<file path="src/rtl/top_pkg.sv">
// rtl/top_pkg.sv - opcode enum and status flag indices for the registered ALU
//
// Shared by top and top_alu_core.
//   opcode_e       : 4-bit opcode, 16 entries including the reserved OP_RSVD
//   FLAG_C/V/Z/N   : bit positions of the status flags in the overflow bus

package top_pkg;

  typedef enum logic [3:0] {
    OP_ADD  = 4'h0,
    OP_SUB  = 4'h1,
    OP_AND  = 4'h2,
    OP_OR   = 4'h3,
    OP_XOR  = 4'h4,
    OP_NOT  = 4'h5,
    OP_XNOR = 4'h6,
    OP_NOR  = 4'h7,
    OP_NAND = 4'h8,
    OP_NEG  = 4'h9,
    OP_SHL  = 4'hA,
    OP_SHR  = 4'hB,
    OP_PASS = 4'hC,
    OP_INC  = 4'hD,
    OP_DEC  = 4'hE,
    OP_RSVD = 4'hF
  } opcode_e;

  localparam int FLAG_W = 4;
  localparam int FLAG_C = 3;
  localparam int FLAG_V = 2;
  localparam int FLAG_Z = 1;
  localparam int FLAG_N = 0;

endpackage

</file>
<file path="src/rtl/top_alu_core.sv">
// rtl/top_alu_core.sv - combinational ALU datapath and status flag generation
//
// Purely combinational; no state.
//   a, b   : operands (b ignored by unary ops)
//   op     : opcode
//   result : next result value
//   flags  : next {C,V,Z,N}, present only when TOP_STATUS_FLAGS_EN is defined

module top_alu_core
  import top_pkg::*;
#(
  parameter int WIDTH = 32
) (
  input  logic [WIDTH-1:0]  a,
  input  logic [WIDTH-1:0]  b,
  input  opcode_e           op,
`ifdef TOP_STATUS_FLAGS_EN
  output logic [FLAG_W-1:0] flags,
`endif
  output logic [WIDTH-1:0]  result
);

  // The shared adder is one bit wider only when the carry/borrow is needed.
`ifdef TOP_STATUS_FLAGS_EN
  localparam int AW = WIDTH + 1;
`else
  localparam int AW = WIDTH;
`endif

  logic [WIDTH-1:0] arith_x;
  logic [WIDTH-1:0] arith_y;
  logic             arith_sub;
  logic [AW-1:0]    arith_w;

  // Operand steering for the single add/subtract unit: inc/dec use a
  // constant 1, negate is computed as 0 - a.
  always_comb begin
    arith_x   = a;
    arith_y   = b;
    arith_sub = 1'b0;
    case (op)
      OP_SUB:  arith_sub = 1'b1;
      OP_INC:  arith_y   = WIDTH'(1);
      OP_DEC: begin
        arith_y   = WIDTH'(1);
        arith_sub = 1'b1;
      end
      OP_NEG: begin
        arith_x   = '0;
        arith_y   = a;
        arith_sub = 1'b1;
      end
      default: ;
    endcase
    // The top bit of the widened difference is the borrow (unsigned x < y).
    arith_w = arith_sub ? (AW'(arith_x) - AW'(arith_y))
                        : (AW'(arith_x) + AW'(arith_y));
  end

  always_comb begin
    result = '0;
    case (op)
      OP_ADD, OP_SUB, OP_NEG,
      OP_INC, OP_DEC: result = arith_w[WIDTH-1:0];
      OP_AND:         result = a & b;
      OP_OR:          result = a | b;
      OP_XOR:         result = a ^ b;
      OP_NOT:         result = ~a;
      OP_XNOR:        result = ~(a ^ b);
      OP_NOR:         result = ~(a | b);
      OP_NAND:        result = ~(a & b);
      OP_SHL:         result = {a[WIDTH-2:0], 1'b0};
      OP_SHR:         result = {a[WIDTH-1], a[WIDTH-1:1]};
      OP_PASS:        result = a;
      default:        result = '0;
    endcase
  end

`ifdef TOP_STATUS_FLAGS_EN
  logic add_ovf;
  logic sub_ovf;

  // Signed overflow: for add, both operands share a sign the sum lacks; for
  // subtract, operand signs differ and the difference loses the sign of x.
  assign add_ovf = (arith_x[WIDTH-1] == arith_y[WIDTH-1]) &&
                   (arith_w[WIDTH-1] != arith_x[WIDTH-1]);
  assign sub_ovf = (arith_x[WIDTH-1] != arith_y[WIDTH-1]) &&
                   (arith_w[WIDTH-1] != arith_x[WIDTH-1]);

  always_comb begin
    flags = '0;
    case (op)
      OP_ADD, OP_INC: begin
        flags[FLAG_C] = arith_w[WIDTH];
        flags[FLAG_V] = add_ovf;
      end
      OP_SUB, OP_DEC: begin
        flags[FLAG_C] = arith_w[WIDTH];
        flags[FLAG_V] = sub_ovf;
      end
      OP_NEG:  flags[FLAG_V] = sub_ovf;
      OP_SHL:  flags[FLAG_C] = a[WIDTH-1];
      OP_SHR:  flags[FLAG_C] = a[0];
      default: ;
    endcase
    flags[FLAG_Z] = (result == '0);
    flags[FLAG_N] = result[WIDTH-1];
  end
`endif

endmodule

</file>
<file path="src/rtl/top.sv">
// rtl/top.sv - enable-gated registered ALU with optional status flags
//
// Ports:
//   clk      : clock, rising edge
//   rst_n    : asynchronous active-low reset, clears result and overflow
//   enable   : capture the current operation on this edge
//   a, b     : operands
//   select   : opcode (see top_pkg::opcode_e)
//   result   : registered result, one cycle latency
//   overflow : registered {C,V,Z,N}
// Macro TOP_STATUS_FLAGS_EN compiles in the flag logic; without it overflow
// is tied to 4'b0000.

module top
  import top_pkg::*;
#(
  parameter int WIDTH = 32
) (
  input  logic             clk,
  input  logic             rst_n,
  input  logic             enable,
  input  logic [WIDTH-1:0] a,
  input  logic [WIDTH-1:0] b,
  input  logic [3:0]       select,
  output logic [WIDTH-1:0] result,
  output logic [3:0]       overflow
);

  logic [WIDTH-1:0] core_result;
  logic [WIDTH-1:0] result_d;
  logic [WIDTH-1:0] result_q;

`ifdef TOP_STATUS_FLAGS_EN
  logic [FLAG_W-1:0] core_flags;
  logic [FLAG_W-1:0] flags_d;
  logic [FLAG_W-1:0] flags_q;
`endif

  top_alu_core #(
    .WIDTH (WIDTH)
  ) u_core (
    .a      (a),
    .b      (b),
    .op     (opcode_e'(select)),
`ifdef TOP_STATUS_FLAGS_EN
    .flags  (core_flags),
`endif
    .result (core_result)
  );

  always_comb begin
    result_d = enable ? core_result : result_q;
  end

  always_ff @(posedge clk or negedge rst_n) begin
    if (!rst_n) begin
      result_q <= '0;
    end else begin
      result_q <= result_d;
    end
  end

  assign result = result_q;

`ifdef TOP_STATUS_FLAGS_EN
  always_comb begin
    flags_d = enable ? core_flags : flags_q;
  end

  always_ff @(posedge clk or negedge rst_n) begin
    if (!rst_n) begin
      flags_q <= '0;
    end else begin
      flags_q <= flags_d;
    end
  end

  assign overflow = flags_q;
`else
  assign overflow = 4'b0000;
`endif

endmodule

</file>
<file path="config.mk">
export PLATFORM = sky130hd
export DESIGN_NAME = top
export DESIGN_NICKNAME = d
export VERILOG_FILES = /design/src/rtl/top_pkg.sv /design/src/rtl/top_alu_core.sv /design/src/rtl/top.sv
export SDC_FILE = /design/constraint.sdc
export NUM_CORES = 1
export LEC_CHECK = 0
export BUFFER_PORTS_ARGS = -buffer_cell sky130_fd_sc_hd__buf_2
export CORE_MARGIN = 3
export CORE_UTILIZATION = 66
export DETAILED_ROUTE_END_ITERATION = 8
export PLACE_DENSITY = 0.93
export SLEW_MARGIN = 20
export SYNTH_ARGS = -nofsm -noshare
export SYNTH_HDL_FRONTEND = slang
export SYNTH_HIERARCHICAL = 1
export SYNTH_SLANG_ARGS = --single-unit
export TNS_END_PERCENT = 50
</file>
<file path="constraint.sdc">
create_clock -name clk -period 1.35 [get_ports clk]
set_input_delay 0 -clock clk [delete_from_list [all_inputs] [get_ports clk]]
set_output_delay 0 -clock clk [all_outputs]
set_load 0.05 [all_outputs]
</file>
==> reports/results.ini, run 1 <==
[clocking]
cts_max_level = 2
cts_sinks = 32
root_buffer = clkbuf_16
clockBufferDepth = 2
cts_resized = 129
cts_buffers = 5
ctsHoldBuffers = 1
cts_setup_buffers = 38

[synthesis]
ys_async_sr_fraction = 1.00
ys_seq_area_frac = 0.0991
synth_top_family_by_area = compound AO/OA/AOI/OAI gates
synth.area.top_cells = ha_1, dfrtp_1, mux2_4
synth_fa_ha_area_frac = 0.151
synth_enable_flop_cells = 0
synth_compound_area_frac = 0.338
synth.avg_cell_area_um2 = 7.51
syn_area_um2 = 8080
synth.top_cell.area_share = 0.149
yosysMostFrequentCell = nor2_1
synthTopCellsByCount = nor2_1, ha_1, inv_1
synth-xor-area-share = 0.0824
ys_types = 92
yosys_warnings = 6
synthFlopType = dfrtp_1
synth_seq_cells = 32
synthSimpleGateAreaFrac = 0.156
synthMuxAreaShare = 0.0809
syn_inst = 1075
synth_top_cell_by_area = ha_1

[die]
die_x_um = 117
start_util = 0.690
ios = 107
num_rows = 39
die_h_um = 117

[run_status]
status = aborted with a tool error
error = [ERROR DPL-0038] Utilization greater than 100%, impossible to legalize
haltStage = 4_1_cts

[placement]
gp_congestion = 1.12
portBuffers = 102
placedCellCount = 1606
hpwl_mm = 33.2

cells by family after synthesis:
group | Yosys count
AOI/OAI and AO/OA | 397
xor gates and xnor gates | 76
adders and majority gates | 97
buffers and inverters | 163
DFF | 32
muxes | 50
other | 1
and+or+nand+nor | 259
metrics by stage:
stage	cell area, um^2	setup slack (ns)	util	TNS (ns)
floorplan	8170	-2.45	-	-59.18
detailed placement	11200	-3.29	0.957	-85.09
global placement	11200	-2.82	0.957	-74.74
==> run 2: changes to the inputs <==
--- a/config.mk
+++ b/config.mk
@@ -7,9 +7,9 @@
 export LEC_CHECK = 0
 export BUFFER_PORTS_ARGS = -buffer_cell sky130_fd_sc_hd__buf_2
 export CORE_MARGIN = 3
-export CORE_UTILIZATION = 66
+export CORE_UTILIZATION = 40
 export DETAILED_ROUTE_END_ITERATION = 8
-export PLACE_DENSITY = 0.93
+export PLACE_DENSITY_LB_ADDON = 0.15
 export SLEW_MARGIN = 20
 export SYNTH_ARGS = -nofsm -noshare
 export SYNTH_HDL_FRONTEND = slang
==> run 2 against run 1 <==
  * The flow now finishes, with violations (negative setup slack)
  * Synthesized cell count stayed put
  * Area after synthesis is the same
==> reports/results.ini, run 2 <==
[routing]
drc = 0
vias = 10300
wl_per_cell_um = 20.5
wl_met3_mm = 2.61
topRoutingLayerUsed = met4
wl_met1_mm = 15.7
drt_pre_antenna_iters = 5
via_per_inst = 5.78
wl_met2_mm = 16.8
antenna_left = 0
routed_wl_mm = 36.6
drtIter0Drc = 813

[final_layout]
largest_register_ffs = 32
final_cell_mix = buf_4, buf_2, nor2_1
fin_cells = 1787
fillers = 1781
drive_above_1_share = 0.444
synthToLayoutAreaGrowth_pct = 56.6
finalNetCount = 1690
antennaDiodeCount = 0
utilization = 0.644
final_common_cell = buf_4

[clocking]
tritoncts = built
cts_sinks = 32
clkTransAtPathRegs_ns = 0.06
clockBufferDepth = 2
root_buffer = clkbuf_16
cts_max_level = 2
clkLatencyLatePin_ns = 0.29
cts_buffers = 5

[synthesis]
yosysMostFrequentCell = nor2_1
ys_types = 92
synthFlopType = dfrtp_1
syn_area_um2 = 8080
synth_seq_cells = 32
synth_top_cell_by_area = ha_1
ys_seq_area_frac = 0.0991
synth.area.top_cells = ha_1, dfrtp_1, mux2_4
synth.top_cell.area_share = 0.149
synth.avg_cell_area_um2 = 7.51
synth_enable_flop_cells = 0
synthTopCellsByCount = nor2_1, ha_1, inv_1
syn_inst = 1075
ys_async_sr_fraction = 1.00
yosys_warnings = 6

[run]
cap_violations = 0

[die]
num_rows = 51
die_h_um = 148
ios = 107
die-area_um2 = 21900
die_x_um = 148
start_util = 0.411
coreArea_um2 = 19700

[grt]
track_usage = 0.317
antenna_found_initial = 0
grt_pass1_vias = 9976
grt_first_pass_wirelength_mm = 55.1
globalRouteOverflowTotal = 0
grt_max_degree = 33

[sta]
fmax_mhz = 245
slew_viol_final = 0
tns_ns = -65.73
setup_violations = 32
clock_skew_ns = 0
finalCritPeriodShare = 3.02
layout_setup_ws_ns = -2.73
period_minus_slack_ns = 4.08
worstMarginPinSlew_ns = 0.703
rsz0062_at_grt = true
hold_viol = 0
slew_headroom = 0.519

[power]
leakagePower_uw = 0.00622
power_uw = 10200
internal-power_uw = 5380
vdd_drop_max_mv = 0.574
switching_share = 0.470
p_comb_frac = 0.742
p_per_area_nw_per_um2 = 803
p_switching_uw = 4780
power.share.sequential = 0.132
power_frac_clock = 0.126

[setup_path]
cpMostUsedCell = o21ai_1
required_ns = 1.53
crit_path_end_kind = flip-flop
worstSetupPathType = primary input to flip-flop
crit_path_max_fanout = 7
path_cells = buf_8 > nor3b_4 > buf_6 > a32oi_1 > o21ai_1 > nor4_2 > buf_4 > and2_4 > and3_4 > a21oi_1 > xor2_1 > ha_1 > a21oi_2 > o21ai_1 > a221o_1 > a211oi_2 > a31oi_4 > o211ai_1 > o21ai_1 > mux2i_1 > o211ai_1 > mux2_4
cpPeakStageDelay_ns = 0.37
critPathLaunchType = primary input
crit_path_top_delay_cell = ha_1
cp.arrival_ns = 4.26

[placement]
gp_congestion = 1.05
portBuffers = 102
hpwl_mm = 28.4
placedCellCount = 1748
place_ws_ns = -3.13

[run_status]
violations = negative setup slack
status = complete, but fails checks

[hold_path]
hold_path.class = primary input to asynchronous set/reset pin

## run 2: cell counts after synthesis
No cell type changed its count.
## run 2: logic make-up (layout without fill, tap and decap cells)
| family | Yosys count | in the layout | synth area share |
|---|---|---|---|
| simple gates | 259 | 260 | 0.156 |
| compound gates | 397 | 397 | 0.338 |
| mux | 50 | 50 | 0.0809 |
| other cells | 1 | 4 | 0.000464 |
| fa+ha+maj | 97 | 97 | 0.151 |
| xor+xnor | 76 | 76 | 0.0824 |
| buf+inv | 163 | 606 | 0.0919 |
| flops | 32 | 32 | 0.0991 |
## run 2: layout make-up
class | count | area (um^2) | share of cell area
well taps | 265 | 332 | 0.0262
inverters | 94 | 355 | 0.0281
multi-input cells | 884 | 7200 | 0.569
repair buffers | 505 | 3810 | 0.301
flip-flops and latches | 32 | 801 | 0.0633
clock buffers | 7 | 153 | 0.0121
## run 2: power by group through the flow
| stage | clock network [uW] | registers (uW) | logic (uW) |
|---|---|---|---|
| 2_1_floorplan | 0 | 2220 | 3130 |
| 3_3_place_gp | 0 | 1350 | 6570 |
| 3_5_place_dp | 0 | 1350 | 6630 |
| 4_1_cts | 1310 | 1350 | 7010 |
| 5_1_grt | 1340 | 1380 | 8000 |
| 6_report | 1280 | 1350 | 7530 |
## run 2: path summary, 6_finish.rpt
check / cells past startpoint / slack, ns / end / startpoint
setup / recovery: 22 / -2.73 / result[30] / select[3]
hold / removal: 2 / 0.17 / result[29] / rst_n
setup reg to reg: 1 / 0.55 / result[25] / result[25]
hold reg to reg: 1 / 0.51 / result[7] / result[7]
max in group asynchronous: 3 / 0.67 / result[13] / rst_n
min in group clk: 5 / 0.25 / result[12] / a[12]
## run 2: metrics by stage
step	cell area (um^2)	hold slack, ns
after global placement	11600	-0.0345
after floorplan	8170	-0.296
final	12700	0.165
after global routing	12700	0.204
after detailed placement	11600	-0.0376
after CTS	12200	0.178
## run 2: repair_timing
action | in CTS | in global routing
hold buffers | 1 | 0
gates resized for setup | 73 | 96
endpoints found under the setup margin | 32 | 32
buffers inserted | 19 | 15
cloned | 1 | 0
hold endpoints to repair | 13 | 0
pin swaps | 41 | 71
## run 2: per-layer routing
metal  vias to the layer above  track usage
li1                       4869            -
met3                       100       0.0332
met1                      4886        0.428
met2                       477        0.526
met4                         0        0.113
met5                         -            0
## run 2: critical path: cells and delay by family
| family | cells | cell delay [ns] |
|---|---|---|
| adders and majority gates | 1 | 0.37 |
| buffers and inverters | 3 | 0.41 |
| and+or+nand+nor | 4 | 0.81 |
| muxes | 2 | 0.46 |
| AOI/OAI and AO/OA | 11 | 2.00 |
| xor gates and xnor gates | 1 | 0.20 |
(Power assumes the default switching activity.)
==> run 3: changes to the inputs <==
--- a/config.mk
+++ b/config.mk
@@ -5,11 +5,14 @@
 export SDC_FILE = /design/constraint.sdc
 export NUM_CORES = 1
 export LEC_CHECK = 0
+export ABC_AREA = 1
 export BUFFER_PORTS_ARGS = -buffer_cell sky130_fd_sc_hd__buf_2
+export CAP_MARGIN = 20
 export CORE_MARGIN = 3
 export CORE_UTILIZATION = 40
 export DETAILED_ROUTE_END_ITERATION = 8
 export PLACE_DENSITY_LB_ADDON = 0.15
+export REMOVE_ABC_BUFFERS = 1
 export SLEW_MARGIN = 20
 export SYNTH_ARGS = -nofsm -noshare
 export SYNTH_HDL_FRONTEND = slang
==> run 3 against run 2 <==
  * The flow still finishes with violations (negative setup slack)
  * Sequential share of layout area shrank 0.22 points
  * Cell count grew 12%
  * Via count grew 8.1%
  * Non-clock buffer count shrank 22
  * Register-to-register slack gained 0.16 ns
  * Area after synthesis shrank 3.5%
  * Final area grew 3.7%
  * Highest routed layer unchanged
==> reports/results.ini, run 3 <==
[synthesis]
synth.top_cell.area_share = 0.169
synthTopCellsByCount = nand2_1, nor2_1, inv_1
yosys_warnings = 6
synth.avg_cell_area_um2 = 5.99
synth_enable_flop_cells = 0
ys_seq_area_frac = 0.103
ys_types = 54
synth.area.top_cells = nand2_1, ha_1, dfrtp_1
syn_area_um2 = 7790
synthFlopType = dfrtp_1
synth_top_cell_by_area = nand2_1
ys_async_sr_fraction = 1.00
syn_inst = 1301
synth_seq_cells = 32
yosysMostFrequentCell = nand2_1

[setup_path]
crit_path_max_fanout = 7
critPathLaunchType = primary input
crit_path_end_kind = flip-flop
cp.arrival_ns = 3.37
required_ns = 1.57
worstSetupPathType = primary input to flip-flop

[run]
cap_violations = 0

[power]
p_per_area_nw_per_um2 = 783
vdd_drop_max_mv = 0.622
leakagePower_uw = 0.00670

[final_layout]
drive_above_1_share = 0.470
multi_input_area_um2 = 7500
largest_register_ffs = 32
seqCellArea_um2 = 801
finalNetCount = 1905
synthToLayoutAreaGrowth_pct = 68.3
utilization = 0.694
final_common_cell = buf_4
antennaDiodeCount = 0
fillers = 1589
final_cell_mix = buf_4, nand2_1, inv_1

[sta]
slew_viol_final = 0
clock_skew_ns = 0
period_minus_slack_ns = 3.15
setup_violations = 32
fmax_mhz = 318
worstMarginPinSlew_ns = 0.750
slew_headroom = 0.487
rsz0062_at_grt = true
finalCritPeriodShare = 2.33
hold_viol = 0
holdWs_ns = 0.110
layout_setup_ws_ns = -1.80

[clocking]
cts_sinks = 32
cts_max_level = 2
tritoncts = built
clkTransAtPathRegs_ns = 0.06
clockBufferDepth = 2
clkLatencyLatePin_ns = 0.28
root_buffer = clkbuf_16
cts_buffers = 5

[routing]
vias = 11200
drtIter0Drc = 1050
antenna_left = 0
routed_wl_mm = 37.2
drc = 0
drt_pre_antenna_iters = 6
wl_per_cell_um = 18.6
via_per_inst = 5.59

[grt]
antenna_found_initial = 0
grt_max_degree = 33
grt_first_pass_wirelength_mm = 55.5
track_usage = 0.323
grt_pass1_vias = 10300
globalRouteOverflowTotal = 0

[die]
start_util = 0.413
die_x_um = 146
die_h_um = 146
coreArea_um2 = 18900
die-area_um2 = 21200
num_rows = 50
ios = 107

[placement]
place_ws_ns = -2.32
portBuffers = 102
hpwl_mm = 27.0
gp_congestion = 1.00

[hold_path]
hold_path.class = primary input to flip-flop

[run_status]
violations = negative setup slack
status = complete, but fails checks

==> run 3: cell type report <==
type,instances,share of cell area
flip-flops and latches,32,0.0611
clock buffers,7,0.0116
repair buffers,483,0.283
multi-input cells,1065,0.572
inverters,150,0.0451
clock inverters,1,0.00229
well taps,260,0.0248
==> run 3: cells by family after synthesis <==
group / after synthesis / synth area share
and+or+nand+nor: 672 / 0.378
adders and majority gates: 97 / 0.157
buffers and inverters: 207 / 0.116
AOI/OAI and AO/OA: 263 / 0.213
other: 1 / 0.000481
DFF: 32 / 0.103
xor gates and xnor gates: 29 / 0.0326
==> run 3: power by group <==
part	switching, uW	leakage (uW)	internal [uW]
Clock	420	0.0000901	971
Combinational	4440	0.00621	3170
Sequential	108	0.000401	1150
Total	4970	0.00670	5290
==> run 3: path summary, 6_finish.rpt <==
kind / cells past startpoint / end / start / slack [ns]
max in group asynchronous: 3 / result[30] / rst_n / 0.78
worst max-delay path: 25 / result[27] / select[3] / -1.80
min in group asynchronous: 3 / result[0] / rst_n / 0.27
worst min register to register: 2 / result[24] / result[24] / 0.46
worst max register to register: 2 / result[27] / result[27] / 0.71
worst min-delay path: 4 / result[7] / enable / 0.11
==> run 3: metrics by stage <==
step	instance area, um^2	instances	TNS [ns]	power [uW]
detailed placement	10900	1937	-62.77	7100
global placement	10900	1937	-62.43	7060
CTS	12300	1983	-45.63	9410
floorplan	7470	1247	-60.93	4420
finish	13100	1998	-48.93	10300
global route	13100	1998	-54.07	10800
==> run 3: worst max-delay path, stage by stage <==
cell and delay, ns:
buf_12 0.10, nand2_8 0.06, inv_4 0.06, nand3_4 0.16, buf_16 0.21, nand3_4 0.07
nand2_4 0.07, nor2_2 0.21, nand4_1 0.16, or2_4 0.27, o21ai_2 0.16, xor2_1 0.22
ha_2 0.36, inv_2 0.10, o21ai_4 0.08, a21boi_2 0.15, buf_6 0.13, o21ai_2 0.06
a221oi_2 0.28, nand2_1 0.08, nand2_1 0.06, nand3_1 0.09, nand2_2 0.10, nand2_1 0.06
nand2_1 0.07
==> run 3: layer usage <==
layer / routed length [um] / share of wire / vias up / GRT usage
met5: 0 / 0 / - / 0
met4: 1280 / 0.034 / 0 / 0.104
met3: 3960 / 0.11 / 106 / 0.0551
met2: 16100 / 0.43 / 679 / 0.491
met1: 15900 / 0.43 / 5120 / 0.465
li1: - / - / 5260 / -
==> run 3: timing repair <==
action                                  CTS  global route
cloned                                    5             0
pin swaps                                86           107
endpoints found under the setup margin   32            32
gates resized for setup                 257           150
buffers inserted                         34            15
hold buffers                              1             0
hold endpoints to repair                 32             0
==> run 4: changes to the inputs <==
--- a/config.mk
+++ b/config.mk
@@ -8,11 +8,12 @@
 export ABC_AREA = 1
 export BUFFER_PORTS_ARGS = -buffer_cell sky130_fd_sc_hd__buf_2
 export CAP_MARGIN = 20
+export CELL_PAD_IN_SITES_DETAIL_PLACEMENT = 0
+export CELL_PAD_IN_SITES_GLOBAL_PLACEMENT = 1
 export CORE_MARGIN = 3
 export CORE_UTILIZATION = 40
 export DETAILED_ROUTE_END_ITERATION = 8
 export PLACE_DENSITY_LB_ADDON = 0.15
-export REMOVE_ABC_BUFFERS = 1
 export SLEW_MARGIN = 20
 export SYNTH_ARGS = -nofsm -noshare
 export SYNTH_HDL_FRONTEND = slang
==> run 4 against run 3 <==
  * The run still ends with negative setup slack left
  * Final area about the same
  * Clock power decreased by 8%
  * Cell count decreased by 0.15%
  * Critical endpoint is now result[31]
  * Largest power group unchanged
==> reports/results.ini, run 4 (synthesized netlist as in run 3, its figures left out) <==
[power]
vdd_drop_max_mv = 0.600
leakagePower_uw = 0.00670
p_switching_uw = 5100
power.share.sequential = 0.123
internal-power_uw = 5210
switching_share = 0.495
p_comb_frac = 0.752
p_per_area_nw_per_um2 = 787
power_frac_clock = 0.125

[setup_path]
cpMostUsedCell = nand2_1
reg2reg_depth = 2
cpPeakStageDelay_ns = 0.32
r2r-start = result[26]
crit_path_top_delay_cell = ha_1
cp.arrival_ns = 3.40
required_ns = 1.53
r2r_setup_slack_ns = 0.66
worstSetupPathType = primary input to flip-flop
crit_path_max_fanout = 11
worstReg2RegEnd = result[26]
critPathLaunchType = primary input
crit_path_end_kind = flip-flop

[grt]
track_usage = 0.317
antenna_found_initial = 0
grt_first_pass_wirelength_mm = 54.1
globalRouteOverflowTotal = 0
grt_pass1_vias = 9981
grt_max_degree = 33

[run]
cap_violations = 0

[sta]
rsz0062_at_grt = true
layout_setup_ws_ns = -1.87
hold_viol = 0
slew_headroom = 0.474
finalCritPeriodShare = 2.38
holdWs_ns = 0.107
worstMarginPinSlew_ns = 0.769
fmax_mhz = 311
slew_viol_final = 0
clock_skew_ns = 0
period_minus_slack_ns = 3.22
setup_violations = 32

[placement]
placed_area_um2 = 11300
gp_congestion = 0.991
hpwl_mm = 28.6
portBuffers = 102
place_ws_ns = -2.35

[routing]
vias = 10900
drt_pre_antenna_iters = 6
wl_per_cell_um = 18.4
routed_wl_mm = 36.7
drc = 0
antenna_left = 0
via_per_inst = 5.46
drtIter0Drc = 1038

[die]
num_rows = 50
die_x_um = 146
start_util = 0.413
coreArea_um2 = 18900
die_h_um = 146
ios = 107
die-area_um2 = 21200

[final_layout]
drive_above_1_share = 0.471
largest_register_ffs = 32
utilization = 0.694
fillers = 1695
final_cell_mix = buf_4, nand2_1, inv_1
antennaDiodeCount = 0
final_cell_area_um2 = 13100
final_common_cell = buf_4
synthToLayoutAreaGrowth_pct = 68.1
finalNetCount = 1902

[clocking]
clockBufferDepth = 2
root_buffer = clkbuf_16
cts_max_level = 2
cts_buffers = 5
cts_sinks = 32
tritoncts = built
clkLatencyLatePin_ns = 0.28
clkTransAtPathRegs_ns = 0.06

[hold_path]
hold_start = enable
hold_path.class = primary input to flip-flop
holdPathEnd = result[22]
min_path_cells = 3

[run_status]
status = complete, but fails checks
violations = negative setup slack

-- run 4: cell count changes in the layout (fill, tap and decap cells not counted), sizes merged --
cell / change
buf: -3
clkbuf: -1
clkinv: +1
-- run 4: cell type report --
cell class / instances / area (um^2) / share of cell area
multi-input cells: 1065 / 7550 / 0.576
flip-flops and latches: 32 / 801 / 0.0611
clock buffers: 6 / 129 / 0.00983
well taps: 260 / 325 / 0.0248
clock inverters: 2 / 35.0 / 0.00267
repair buffers: 480 / 3640 / 0.278
inverters: 150 / 617 / 0.0471
-- run 4: worst max-delay path: cells and delay by family --
| kind | cells | cell delay [ns] |
|---|---|---|
| buf+inv | 6 | 0.64 |
| compound gates | 3 | 0.41 |
| fa+ha+maj | 1 | 0.32 |
| simple gates | 19 | 1.85 |
| xor+xnor | 1 | 0.15 |
-- run 4: power groups by stage --
stage	combinational (uW)	clock (uW)	sequential, uW
after floorplan	2770	0	1940
after global placement	6040	0	1280
after detailed placement	6090	0	1280
after CTS	6750	1300	1270
after global routing	8260	1340	1300
final	7750	1280	1270
-- run 4: worst max-delay path by stage --
stage | start | end | slack [ns] | cells past startpoint
4_1_cts | select[1] | result[29] | -1.79 | 29
3_5_place_dp | select[2] | result[29] | -2.35 | 28
5_1_grt | select[2] | result[30] | -2.05 | 30
2_1_floorplan | select[1] | result[27] | -1.43 | 25
3_3_place_gp | select[2] | result[29] | -2.32 | 28
6_report | select[2] | result[31] | -1.87 | 30
-- run 4: timing repair --
| item | CTS | global route |
|---|---|---|
| hold buffers | 1 | 0 |
| resized for setup | 161 | 166 |
| pin swaps | 76 | 104 |
| endpoints found under the hold margin | 32 | 0 |
| cloned | 1 | 0 |
| buffers inserted | 22 | 14 |
| setup endpoints to repair | 32 | 32 |
-- run 4: metal layers --
layer | track usage | up-vias | wire [um]
li1 | - | 5259 | -
met1 | 0.442 | 5020 | 15900
met2 | 0.513 | 526 | 16600
met3 | 0.0517 | 89 | 3200
met4 | 0.0788 | 0 | 1090
met5 | 0 | - | 0
-- run 4: metrics by stage --
stage	std cells	power, uW	TNS (ns)
after global placement	1951	7320	-62.82
after global routing	1995	10900	-53.38
after floorplan	1304	4720	-36.12
final	1995	10300	-48.37
after detailed placement	1951	7370	-63.05
after CTS	1981	9320	-48.04
